==> src/rtl/music_sheet_player_pkg.sv <==
// Shared types and constants for the music sheet player.
package music_sheet_player_pkg;

    localparam int unsigned DATA_W   = 9;
    localparam int unsigned NOTE_W   = 5;
    localparam int unsigned DUR_W    = 4;
    localparam int unsigned CNT_W    = 5;

    // Field positions inside a sheet entry
    localparam int unsigned NOTE_MSB = 8;
    localparam int unsigned NOTE_LSB = 4;
    localparam int unsigned DUR_MSB  = 3;
    localparam int unsigned DUR_LSB  = 0;

    localparam logic [NOTE_W-1:0] END_CODE_DEF = 5'd31;
    localparam logic [NOTE_W-1:0] REST_CODE    = 5'd0;

    typedef enum logic [1:0] {
        ST_IDLE,
        ST_FETCH,
        ST_LOAD,
        ST_PLAY
    } state_t;

    function automatic logic [NOTE_W-1:0] note_of(input logic [DATA_W-1:0] d);
        return d[NOTE_MSB:NOTE_LSB];
    endfunction

    function automatic logic [DUR_W-1:0] dur_of(input logic [DATA_W-1:0] d);
        return d[DUR_MSB:DUR_LSB];
    endfunction

    // A zero duration field encodes the longest note, 16 beats
    function automatic logic [CNT_W-1:0] beats_of(input logic [DUR_W-1:0] dur);
        return (dur == '0) ? CNT_W'(16) : CNT_W'(dur);
    endfunction

endpackage

==> src/rtl/music_sheet_player_if.sv <==
// Control, tempo and sheet-memory signals of the music sheet player.
interface music_sheet_player_if #(
    parameter int unsigned ADDR_W = 5
) ();

    logic                                      play;
    logic                                      stop;
    logic                                      beat_tick;
    logic [ADDR_W-1:0]                         read_address;
    logic [music_sheet_player_pkg::DATA_W-1:0] read_data;
    logic [music_sheet_player_pkg::NOTE_W-1:0] note;
    logic                                      note_valid;
    logic                                      playing;
    logic                                      done;

    modport master (
        output play, stop, beat_tick, read_data,
        input  read_address, note, note_valid, playing, done
    );

    modport slave (
        input  play, stop, beat_tick, read_data,
        output read_address, note, note_valid, playing, done
    );

endinterface

==> src/rtl/music_sheet_player_beat_down_counter.sv <==
// Beat counter: loads a note duration, counts beat ticks down to zero.
module beat_down_counter
    import music_sheet_player_pkg::*;
(
    input  logic             clk,
    input  logic             rst,
    input  logic             clr,
    input  logic             load,
    input  logic [DUR_W-1:0] load_val,
    input  logic             tick,
    output logic             zero_c,
    output logic             one_c
);

    logic [CNT_W-1:0] count;

    // Clear beats load, load beats tick; never wraps below zero
    always_ff @(posedge clk or posedge rst) begin
        if (rst) begin
            count <= '0;
        end else if (clr) begin
            count <= '0;
        end else if (load) begin
            count <= beats_of(load_val);
        end else if (tick && (count != '0)) begin
            count <= count - CNT_W'(1);
        end
    end

    assign zero_c = (count == '0);
    assign one_c  = (count == CNT_W'(1));

endmodule

==> src/rtl/music_sheet_player.sv <==
// Music sheet player: walks a sheet memory and sounds each entry for its
// duration in beats. Define LOOP_EN to restart the sheet at its end instead
// of stopping with a Done pulse.
module music_sheet_player
    import music_sheet_player_pkg::*;
#(
    parameter int unsigned       ADDR_W   = 5,
    parameter logic [NOTE_W-1:0] END_CODE = END_CODE_DEF
) (
    input  logic                  clk,
    input  logic                  rst,
    music_sheet_player_if.slave   bus
);

    state_t            state;
    logic [NOTE_W-1:0] rd_note;
    logic [DUR_W-1:0]  rd_dur;
    logic              cnt_load;
    logic              cnt_tick;
    logic              cnt_zero_c;
    logic              cnt_one_c;
    logic              note_end_c;
    logic              last_addr_c;
    logic              end_hit_c;

    assign rd_note     = note_of(bus.read_data);
    assign rd_dur      = dur_of(bus.read_data);
    assign cnt_load    = (state == ST_LOAD) && (rd_note != END_CODE);
    assign cnt_tick    = (state == ST_PLAY) && bus.beat_tick;
    // Zero term keeps a cleared counter from trapping the FSM in PLAY
    assign note_end_c  = cnt_tick && (cnt_one_c || cnt_zero_c);
    assign last_addr_c = (bus.read_address == {ADDR_W{1'b1}});
    assign end_hit_c   = ((state == ST_LOAD) && (rd_note == END_CODE)) ||
                         (note_end_c && last_addr_c);

    beat_down_counter u_beat_cnt (
        .clk      (clk),
        .rst      (rst),
        .clr      (bus.stop),
        .load     (cnt_load),
        .load_val (rd_dur),
        .tick     (cnt_tick),
        .zero_c   (cnt_zero_c),
        .one_c    (cnt_one_c)
    );

    // Playback FSM with registered outputs; Stop outranks everything
    always_ff @(posedge clk or posedge rst) begin
        if (rst) begin
            state            <= ST_IDLE;
            bus.read_address <= '0;
            bus.note         <= REST_CODE;
            bus.note_valid   <= 1'b0;
            bus.playing      <= 1'b0;
            bus.done         <= 1'b0;
        end else begin
            bus.done <= 1'b0;
            if (bus.stop) begin
                state            <= ST_IDLE;
                bus.read_address <= '0;
                bus.note         <= REST_CODE;
                bus.note_valid   <= 1'b0;
                bus.playing      <= 1'b0;
            end else if (end_hit_c) begin
`ifdef LOOP_EN
                state            <= ST_FETCH;
                bus.read_address <= '0;
                bus.note         <= REST_CODE;
                bus.note_valid   <= 1'b0;
                bus.playing      <= 1'b1;
`else
                state            <= ST_IDLE;
                bus.read_address <= '0;
                bus.note         <= REST_CODE;
                bus.note_valid   <= 1'b0;
                bus.playing      <= 1'b0;
                bus.done         <= 1'b1;
`endif
            end else begin
                case (state)
                    ST_IDLE: begin
                        if (bus.play) begin
                            state            <= ST_FETCH;
                            bus.read_address <= '0;
                            bus.playing      <= 1'b1;
                        end
                    end
                    ST_FETCH: begin
                        state <= ST_LOAD;
                    end
                    ST_LOAD: begin
                        state          <= ST_PLAY;
                        bus.note       <= rd_note;
                        bus.note_valid <= 1'b1;
                    end
                    ST_PLAY: begin
                        if (note_end_c) begin
                            state            <= ST_FETCH;
                            bus.read_address <= bus.read_address + ADDR_W'(1);
                            bus.note         <= REST_CODE;
                            bus.note_valid   <= 1'b0;
                        end
                    end
                    default: begin
                        state <= ST_IDLE;
                    end
                endcase
            end
        end
    end

endmodule

==> src/flat_wrapper.sv <==
// flat-port wrapper written by rule: the top's interface ports become plain ports
module music_sheet_player_flat import music_sheet_player_pkg::*;
#(
    parameter int unsigned       ADDR_W   = 5,
    parameter logic [NOTE_W-1:0] END_CODE = END_CODE_DEF
)
  (clk, rst, bus_play, bus_stop, bus_beat_tick, bus_read_data, bus_read_address, bus_note, bus_note_valid, bus_playing, bus_done);
  music_sheet_player_if #(.ADDR_W(ADDR_W)) bus_i ();
  input  logic clk;
  input  logic rst;
  input wire logic [$bits(bus_i.play)-1:0] bus_play;
  input wire logic [$bits(bus_i.stop)-1:0] bus_stop;
  input wire logic [$bits(bus_i.beat_tick)-1:0] bus_beat_tick;
  input wire logic [$bits(bus_i.read_data)-1:0] bus_read_data;
  output wire logic [$bits(bus_i.read_address)-1:0] bus_read_address;
  output wire logic [$bits(bus_i.note)-1:0] bus_note;
  output wire logic [$bits(bus_i.note_valid)-1:0] bus_note_valid;
  output wire logic [$bits(bus_i.playing)-1:0] bus_playing;
  output wire logic [$bits(bus_i.done)-1:0] bus_done;
  assign bus_i.play = bus_play;
  assign bus_i.stop = bus_stop;
  assign bus_i.beat_tick = bus_beat_tick;
  assign bus_i.read_data = bus_read_data;
  assign bus_read_address = bus_i.read_address;
  assign bus_note = bus_i.note;
  assign bus_note_valid = bus_i.note_valid;
  assign bus_playing = bus_i.playing;
  assign bus_done = bus_i.done;
  music_sheet_player #(.ADDR_W(ADDR_W), .END_CODE(END_CODE)) u_core (.clk(clk), .rst(rst), .bus(bus_i));
endmodule
==> config.mk <==
export PLATFORM = sky130hd
export DESIGN_NAME = music_sheet_player_flat
export DESIGN_NICKNAME = d
export VERILOG_FILES = /design/src/rtl/music_sheet_player_pkg.sv /design/src/rtl/music_sheet_player_if.sv /design/src/rtl/music_sheet_player_beat_down_counter.sv /design/src/rtl/music_sheet_player.sv /design/src/flat_wrapper.sv
export SDC_FILE = /design/constraint.sdc
export NUM_CORES = 1
export LEC_CHECK = 0
export CAP_MARGIN = 10
export CELL_PAD_IN_SITES_DETAIL_PLACEMENT = 2
export CELL_PAD_IN_SITES_GLOBAL_PLACEMENT = 2
export CORE_ASPECT_RATIO = 1.1
export CORE_MARGIN = 5
export CORE_UTILIZATION = 32
export DETAILED_ROUTE_END_ITERATION = 10
export GPL_TIMING_DRIVEN = 0
export HOLD_SLACK_MARGIN = 0.15
export PLACE_DENSITY_LB_ADDON = 0.1
export SLEW_MARGIN = 20
export SYNTH_ARGS = -nofsm -noshare
export SYNTH_HDL_FRONTEND = slang
export SYNTH_HIERARCHICAL = 1
export SYNTH_SLANG_ARGS = --single-unit
==> constraint.sdc <==
create_clock -name clk -period 3.7 [get_ports clk]
set_clock_uncertainty 0.2 [all_clocks]
set_input_delay 0.74 -clock clk [delete_from_list [all_inputs] [get_ports clk]]
set_output_delay 0.74 -clock clk [all_outputs]
set_load 0.01 [all_outputs]
==> results of run 1 <==
Yosys cell counts (3+ instances only):
library cell / n
dfrtp_1: 20
nor2_1: 13
nand2_1: 12
a21oi_1: 10
inv_1: 10
nand3_1: 10
ha_1: 8
a31oi_1: 6
clkbuf_1: 3
mux2i_1: 3
nor2b_1: 3
cells by family (layout without fill, tap and decap cells):
family,count (synthesis),count (layout),synth area share (%)
fa+ha+maj,8,8,8.32
flops,20,20,41.6
buf+inv,15,45,4.89
mux,4,4,3.43
compound gates,31,31,17.6
simple gates,55,55,24.1
power groups by stage:
stage          Clock (W)  Sequential [W]  Combinational, W
6_report        0.000167        0.000290          0.000360
5_1_grt         0.000187        0.000298          0.000405
2_1_floorplan          0        0.000293          0.000239
3_5_place_dp           0        0.000296          0.000365
4_1_cts         0.000175        0.000291          0.000368
3_3_place_gp           0        0.000292          0.000351
worst min-delay path by stage:
stage | start | end | slack (ns) | cells past startpoint
floorplan | rst | u_core/u_beat_cnt/count[0]$_DFFE_PP0P_ | 0.32 | 1
global placement | u_core/bus.playing$_DFFE_PP0P_ | u_core/bus.playing$_DFFE_PP0P_ | 0.28 | 2
detailed placement | u_core/bus.playing$_DFFE_PP0P_ | u_core/bus.playing$_DFFE_PP0P_ | 0.29 | 2
CTS | u_core/bus.playing$_DFFE_PP0P_ | u_core/bus.playing$_DFFE_PP0P_ | 0.32 | 2
global route | u_core/bus.playing$_DFFE_PP0P_ | u_core/bus.playing$_DFFE_PP0P_ | 0.37 | 2
finish | u_core/bus.playing$_DFFE_PP0P_ | u_core/bus.playing$_DFFE_PP0P_ | 0.31 | 2
critical path, stage by stage, from the launching register on:
cell and delay [ns]:
dfrtp_1 0.40, inv_1 0.10, ha_1 0.19, or4b_1 0.55
inv_1 0.15, o21ai_2 0.14, nor3_1 0.48, nand4b_1 0.16
a31oi_1 0.21
through the flow:
step / power [W] / hold slack, ns / cell area, µm²
4_1_cts: 0.000835 / 0.315 / 1580
3_3_place_gp: 0.000643 / 0.283 / 1530
5_1_grt: 0.000890 / 0.366 / 1580
6_report: 0.000817 / 0.309 / 1580
3_5_place_dp: 0.000661 / 0.293 / 1530
2_1_floorplan: 0.000532 / 0.319 / 1200
cell type report:
cell class / instances / area [µm²] / area share (%)
Clock buffer: 4 / 55.1 / 3.48
Sequential cell: 20 / 500 / 31.7
Tap cell: 50 / 62.6 / 3.96
Buffer: 5 / 21.3 / 1.35
Multi-Input combinational cell: 98 / 643 / 40.7
Timing Repair Buffer: 26 / 260 / 16.5
Inverter: 10 / 37.5 / 2.38
sequential cells by signal, indices dropped and copies added (netlist names):
register	flops
u_core/bus.done	1
u_core/bus.note	5
u_core/bus.note_valid	1
u_core/bus.playing	1
u_core/bus.read_address	5
u_core/state	2
u_core/u_beat_cnt/count	5
layout by cell type, fill, tap and decap left out, types with 3 or more instances in the layout:
master            n
nor2_1           13
a31oi_1           6
clkbuf_1          3
clkdlybuf4s50_1  26
inv_1            10
dfrtp_1          20
ha_1              8
clkbuf_8          4
a21oi_1          10
nand3_1          10
nor2b_1           3
nand2_1          12
mux2i_1           3
layer usage:
metal / part of all wire, % / global-route usage (%) / wire length (µm)
met4: 0.60 / 3.31 / 20
met2: 54 / 27.7 / 1800
met3: 4.2 / 2.27 / 140
met5: 0 / 0 / 0
met1: 42 / 17.3 / 1400
==> impl_metrics.toml, run 1 <==
[outcome]
run_status = "complete, no violations"

[layout]
final_util_pct = 43.6
fin_nets = 186
fillers = 419
n_antenna_cell = 0
instances_no_fill = 213
drive_above_1_share_pct = 5.52
flow.area_growth_from_synthesis_pct = 31.4

[placement]
dp.cells = 209
pre_cts_slack_ns = 0.761
gp_congestion = 0.787
io_buffer_count = 26
detailed_place_hpwl_um = 2650

[timing]
final_period_minus_worst_setup_slack_ns = 2.68
setup_repair_after_global_routing_missed_its_margin = "no"
max_clock_freq_mhz = 374
final-setup-viol-count = 0
min_period_over_period_pct = 72.3
tightestPinTransition_ns = 0.611
timing_max_transition_violations_final = 0
final_hold_violation_count = 0
slew_hr_pct = 58.7
setup_tns_ns = 0
fin_ws_ns = 1.02

[power_and_ir_drop]
p_int_w = 0.000503
clkPwrFrac_pct = 20.4
max-vdd-ir-drop_mv = 0.227
combinationalPowerShare_pct = 44.1
sequentialPowerShare_pct = 35.5
netSwitchingPower_w = 0.000314
netSwitchingFraction_pct = 38.4
powerDensity_nw_per_um2 = 517
static-leakage-power_nw = 0.647

[critical_path]
worstReg2RegEnd = "u_core/bus.read_address[2]$_DFFE_PP0P_"
critical_path.reg2reg.startpoint = "u_core/u_beat_cnt/count[0]$_DFFE_PP0P_"
startpoint = "u_core/u_beat_cnt/count[0]$_DFFE_PP0P_"
crit_path_end = "u_core/bus.read_address[2]$_DFFE_PP0P_"
worstRegToRegCells = 8
critical_path_peak_fanout = 8
worstPathRequired_ns = 3.67
timing.reg2reg.setup_slack_ns = 1.02
timing.setup.critical_path_class = "reg -> reg"
arrival_time_of_the_worst_setup_path_ns = 2.65
crit_path_start_kind = "register"
worst_setup_path_end_kind = "register"

[synth]
synth_cells = 133
asyncSetResetFlopFracSynth_pct = 100
syn-num-nets = 155
avgSynthCellArea_um2 = 9.04
synth-edff-count = 0
yosysTopAreaCell = "dfrtp_1"
synth_seq_area_share_pct = 41.6
synth_top_cell_area_share_pct = 41.6
postSynthRegisterBits = 20
yosysUniqueCellTypes = 41
ys_warn_count = 6
postSynth.topFlopCell = "dfrtp_1"
synth.top_cells.by_area = "dfrtp_1 42%, ha_1 8.3%, a21oi_1 4.2%"
netlist_area_um2 = 1200

[min_path]
hold_path_class = "reg -> reg"

[drt]
route.detailed.drc = 0
route.vias.total = 1113
detail_route.vias_per_cell = 5.23
drt-pass1-iter-count = 4
routed_wire_length_per_instance_um = 15.8
postRouteWirelength_um = 3360
drt.antenna.violating_nets = 0
drt_iter0_drc = 25

[die]
initial_core_util_pct = 33.2
die_area_um2 = 5080
std_cell_rows = 23
top_level_i_o_count = 27
die-height_um = 74.3
design.core.area_um2 = 3630
floorplan.die.width_um = 68.4

[global_route]
grt_start_max_net_pins = 16
grt_overflow = 0
via_count_of_the_first_global_routing_pass = 1249
grt_first_pass_wirelength_um = 5710
global_route.usage.total_pct = 14.8
initial_antenna_violation_count = 0

[clock_tree]
clock-sinks = 20
tritoncts_clock_tree = "done"
cts_inserted_buffers = 3
ctsHoldBuffers = 0
postCtsSetupBuffers = 0
ctsHtreeMaxLevel = 1
post_cts_resize_count = 0
clock_latency_ns = 0.25
cts.root.buffer_cell = "clkbuf_8"
reg_clk_slew_reported_paths_ns = 0.08
ctsLongestPathBuffers = 2

[flow_run]
maxCapViolations = 0
Power figures use the tool's default switching activity.
==> run 2, diff against run 1 <==
- CORE_UTILIZATION: 32 -> 26
- clock period: 3.7 -> 2.2 ns (I/O delays scaled with it)
==> run 2 against run 1 <==
Maximum frequency rose by 24%. Sequential share of layout area fell by 3.9 points. Final area rose by 14%. Core utilization fell by 4.0 points. Final cell count rose by 8.9%. Register-to-register slack got worse by 0.98 ns. Clock power rose by 75%. Combinational power rose to 2.6 times the previous value. Die area rose by 20%. Total power rose by 110%. Non-clock buffer count rose by 13. Critical path depth did not move.
==> impl_metrics.toml, run 2 (synthesis gave the netlist of run 1 again) <==
[critical_path]
worstPathRequired_ns = 2.21
arrival_time_of_the_worst_setup_path_ns = 2.16
crit_path_start_kind = "register"
critical_path.reg2reg.startpoint = "u_core/u_beat_cnt/count[0]$_DFFE_PP0P_"
timing.setup.critical_path_class = "reg -> reg"
crit_path_end = "u_core/state[0]$_DFFE_PP0P_"
crit_chain = "inv_2, ha_4, or4b_4, inv_4, o21ai_4, a21oi_4, mux2_4, nor2_2"
critical_path.max_stage_delay_ns = 0.48
timing.critical_path.max_delay_family = "simple AND/OR/NAND/NOR gates"
timing.reg2reg.setup_slack_ns = 0.04
timing.critical_path.slowest_stage_cell = "or4b_4"
worstReg2RegEnd = "u_core/state[0]$_DFFE_PP0P_"
worst_setup_path_end_kind = "register"
startpoint = "u_core/u_beat_cnt/count[0]$_DFFE_PP0P_"
worstRegToRegCells = 8
worstSetupPathDepth = 8
critical_path.n_buffers_inverters = 2
critical_path_peak_fanout = 6

[layout]
final_design_area_no_fill_um2 = 1800
fin_nets = 199
most_frequent_standard_cell_in_the_layout_excluding_fill_and_tap_cells = "clkdlybuf4s50_1"
drive_above_1_share_pct = 22.7
flow.area_growth_from_synthesis_pct = 49.8
n_antenna_cell = 0
final_util_pct = 39.6
instances_no_fill = 232
regArea_um2 = 500
largest_registers = "u_core/bus.note: 5 flops, u_core/bus.read_address: 5 flops, u_core/u_beat_cnt/count: 5 flops"
final_cell_mix = "25 x clkdlybuf4s50_1, 20 x dfrtp_1, 14 x buf_4, 12 x nand2_1, 12 x nor2_1"
fillers = 516
multi_input_area_um2 = 744

[drt]
route.detailed.drc = 0
postRouteWirelength_um = 3990
drt_iter0_drc = 25
route.vias.total = 1182
detail_route.vias_per_cell = 5.09
routed_wire_length_per_instance_um = 17.2
drt-pass1-iter-count = 4
drt.antenna.violating_nets = 0

[global_route]
grt_overflow = 0
initial_antenna_violation_count = 0
globalRouteMet2Util_pct = 25.1
via_count_of_the_first_global_routing_pass = 1340
gr-usage-met1_pct = 16.6
global_route.usage.total_pct = 14.1
grt_start_max_net_pins = 16
grt_first_pass_wirelength_um = 6550
globalRouteMet3Util_pct = 2.35
top_usage_layer = "met2"

[timing]
tightestPinTransition_ns = 0.640
timing_max_transition_violations_final = 0
final_hold_violation_count = 0
timing.hold.ws_ns = 0.204
final-setup-viol-count = 0
min_period_over_period_pct = 98.0
slew_hr_pct = 57.3
final_period_minus_worst_setup_slack_ns = 2.16
setup_repair_after_global_routing_missed_its_margin = "yes"
max_clock_freq_mhz = 464

[die]
die-height_um = 81.3
std_cell_rows = 26
floorplan.die.width_um = 74.8
top_level_i_o_count = 27
design.core.area_um2 = 4550
initial_core_util_pct = 26.4
die_area_um2 = 6090

[clock_tree]
reg_clk_slew_reported_paths_ns = 0.08
clock-sinks = 20
cts_inserted_buffers = 3
ctsHtreeMaxLevel = 1
tritoncts_clock_tree = "done"
cts.root.buffer_cell = "clkbuf_8"
clock_latency_ns = 0.26
ctsLongestPathBuffers = 2

[placement]
gp_congestion = 0.754
dpl_cell_area_um2 = 1540
detailed_place_hpwl_um = 2870
dp.cells = 215
io_buffer_count = 26

[flow_run]
maxCapViolations = 0

[power_and_ir_drop]
powerDensity_nw_per_um2 = 961
max-vdd-ir-drop_mv = 0.361
report.power.total_w = 0.00173
static-leakage-power_nw = 0.746

[outcome]
run_status = "complete, no violations"

[min_path]
hold_path_class = "in -> async"
## run 2: power breakdown
group / switching, W / internal [W]
sequential: 0.0000655 / 0.000430
combinational: 0.000473 / 0.000470
clock: 0.000133 / 0.000160
## run 2: area by class of cell
cell class,instances,share of cell area (%)
Multi-Input combinational cell,98,41.3
Sequential cell,20,27.8
Timing Repair Buffer,40,20.6
Tap cell,56,3.89
Clock buffer,4,3.06
Inverter,10,2.22
Buffer,4,1.11
## run 2: through the flow
stage               setup WS, ns  TNS (ns)
floorplan                0.00781         0
global placement          -0.309     -2.54
detailed placement        -0.331     -3.34
CTS                       0.0101         0
global route             -0.0615    -0.180
finish                    0.0440         0
## run 2: timing repair
item                       4_1_cts  5_1_grt
hold buffers                     0        0
resized for setup               14       12
hold endpoints to repair         0        0
pin swaps                        5        7
setup endpoints to repair       17       18
setup buffers                    9        5
## run 2: worst min path at each step
| stage | slack, ns | start | to | cells after the start |
|---|---|---|---|---|
| 2_1_floorplan | 0.02 | rst | u_core/u_beat_cnt/count[0]$_DFFE_PP0P_ | 1 |
| 3_3_place_gp | 0.29 | u_core/bus.playing$_DFFE_PP0P_ | u_core/bus.playing$_DFFE_PP0P_ | 2 |
| 3_5_place_dp | 0.30 | u_core/bus.playing$_DFFE_PP0P_ | u_core/bus.playing$_DFFE_PP0P_ | 2 |
| 4_1_cts | 0.21 | rst | u_core/u_beat_cnt/count[4]$_DFFE_PP0P_ | 2 |
| 5_1_grt | 0.22 | rst | u_core/u_beat_cnt/count[4]$_DFFE_PP0P_ | 2 |
| 6_report | 0.20 | rst | u_core/u_beat_cnt/count[4]$_DFFE_PP0P_ | 2 |
## run 2: metal layers
metal  wire length (µm)  vias up
met4                 57        0
met1               1680      595
met3                151        5
met5                  0        -
li1                   -      561
met2               2100       21
## run 2: worst register-to-register path: cells and delay by family (launching register included)
| family | cells | cell delay (ns) |
|---|---|---|
| and+or+nand+nor | 2 | 0.55 |
| DFF | 1 | 0.41 |
| muxes | 1 | 0.32 |
| AOI/OAI and AO/OA | 2 | 0.31 |
| buffers and inverters | 2 | 0.18 |
| adders and majority gates | 1 | 0.13 |
==> run 3, diff against run 2 <==
- CAP_MARGIN: 10 -> not set
==> results of run 3 <==
The final DEF is identical to that of run 2; final timing and power are the same.
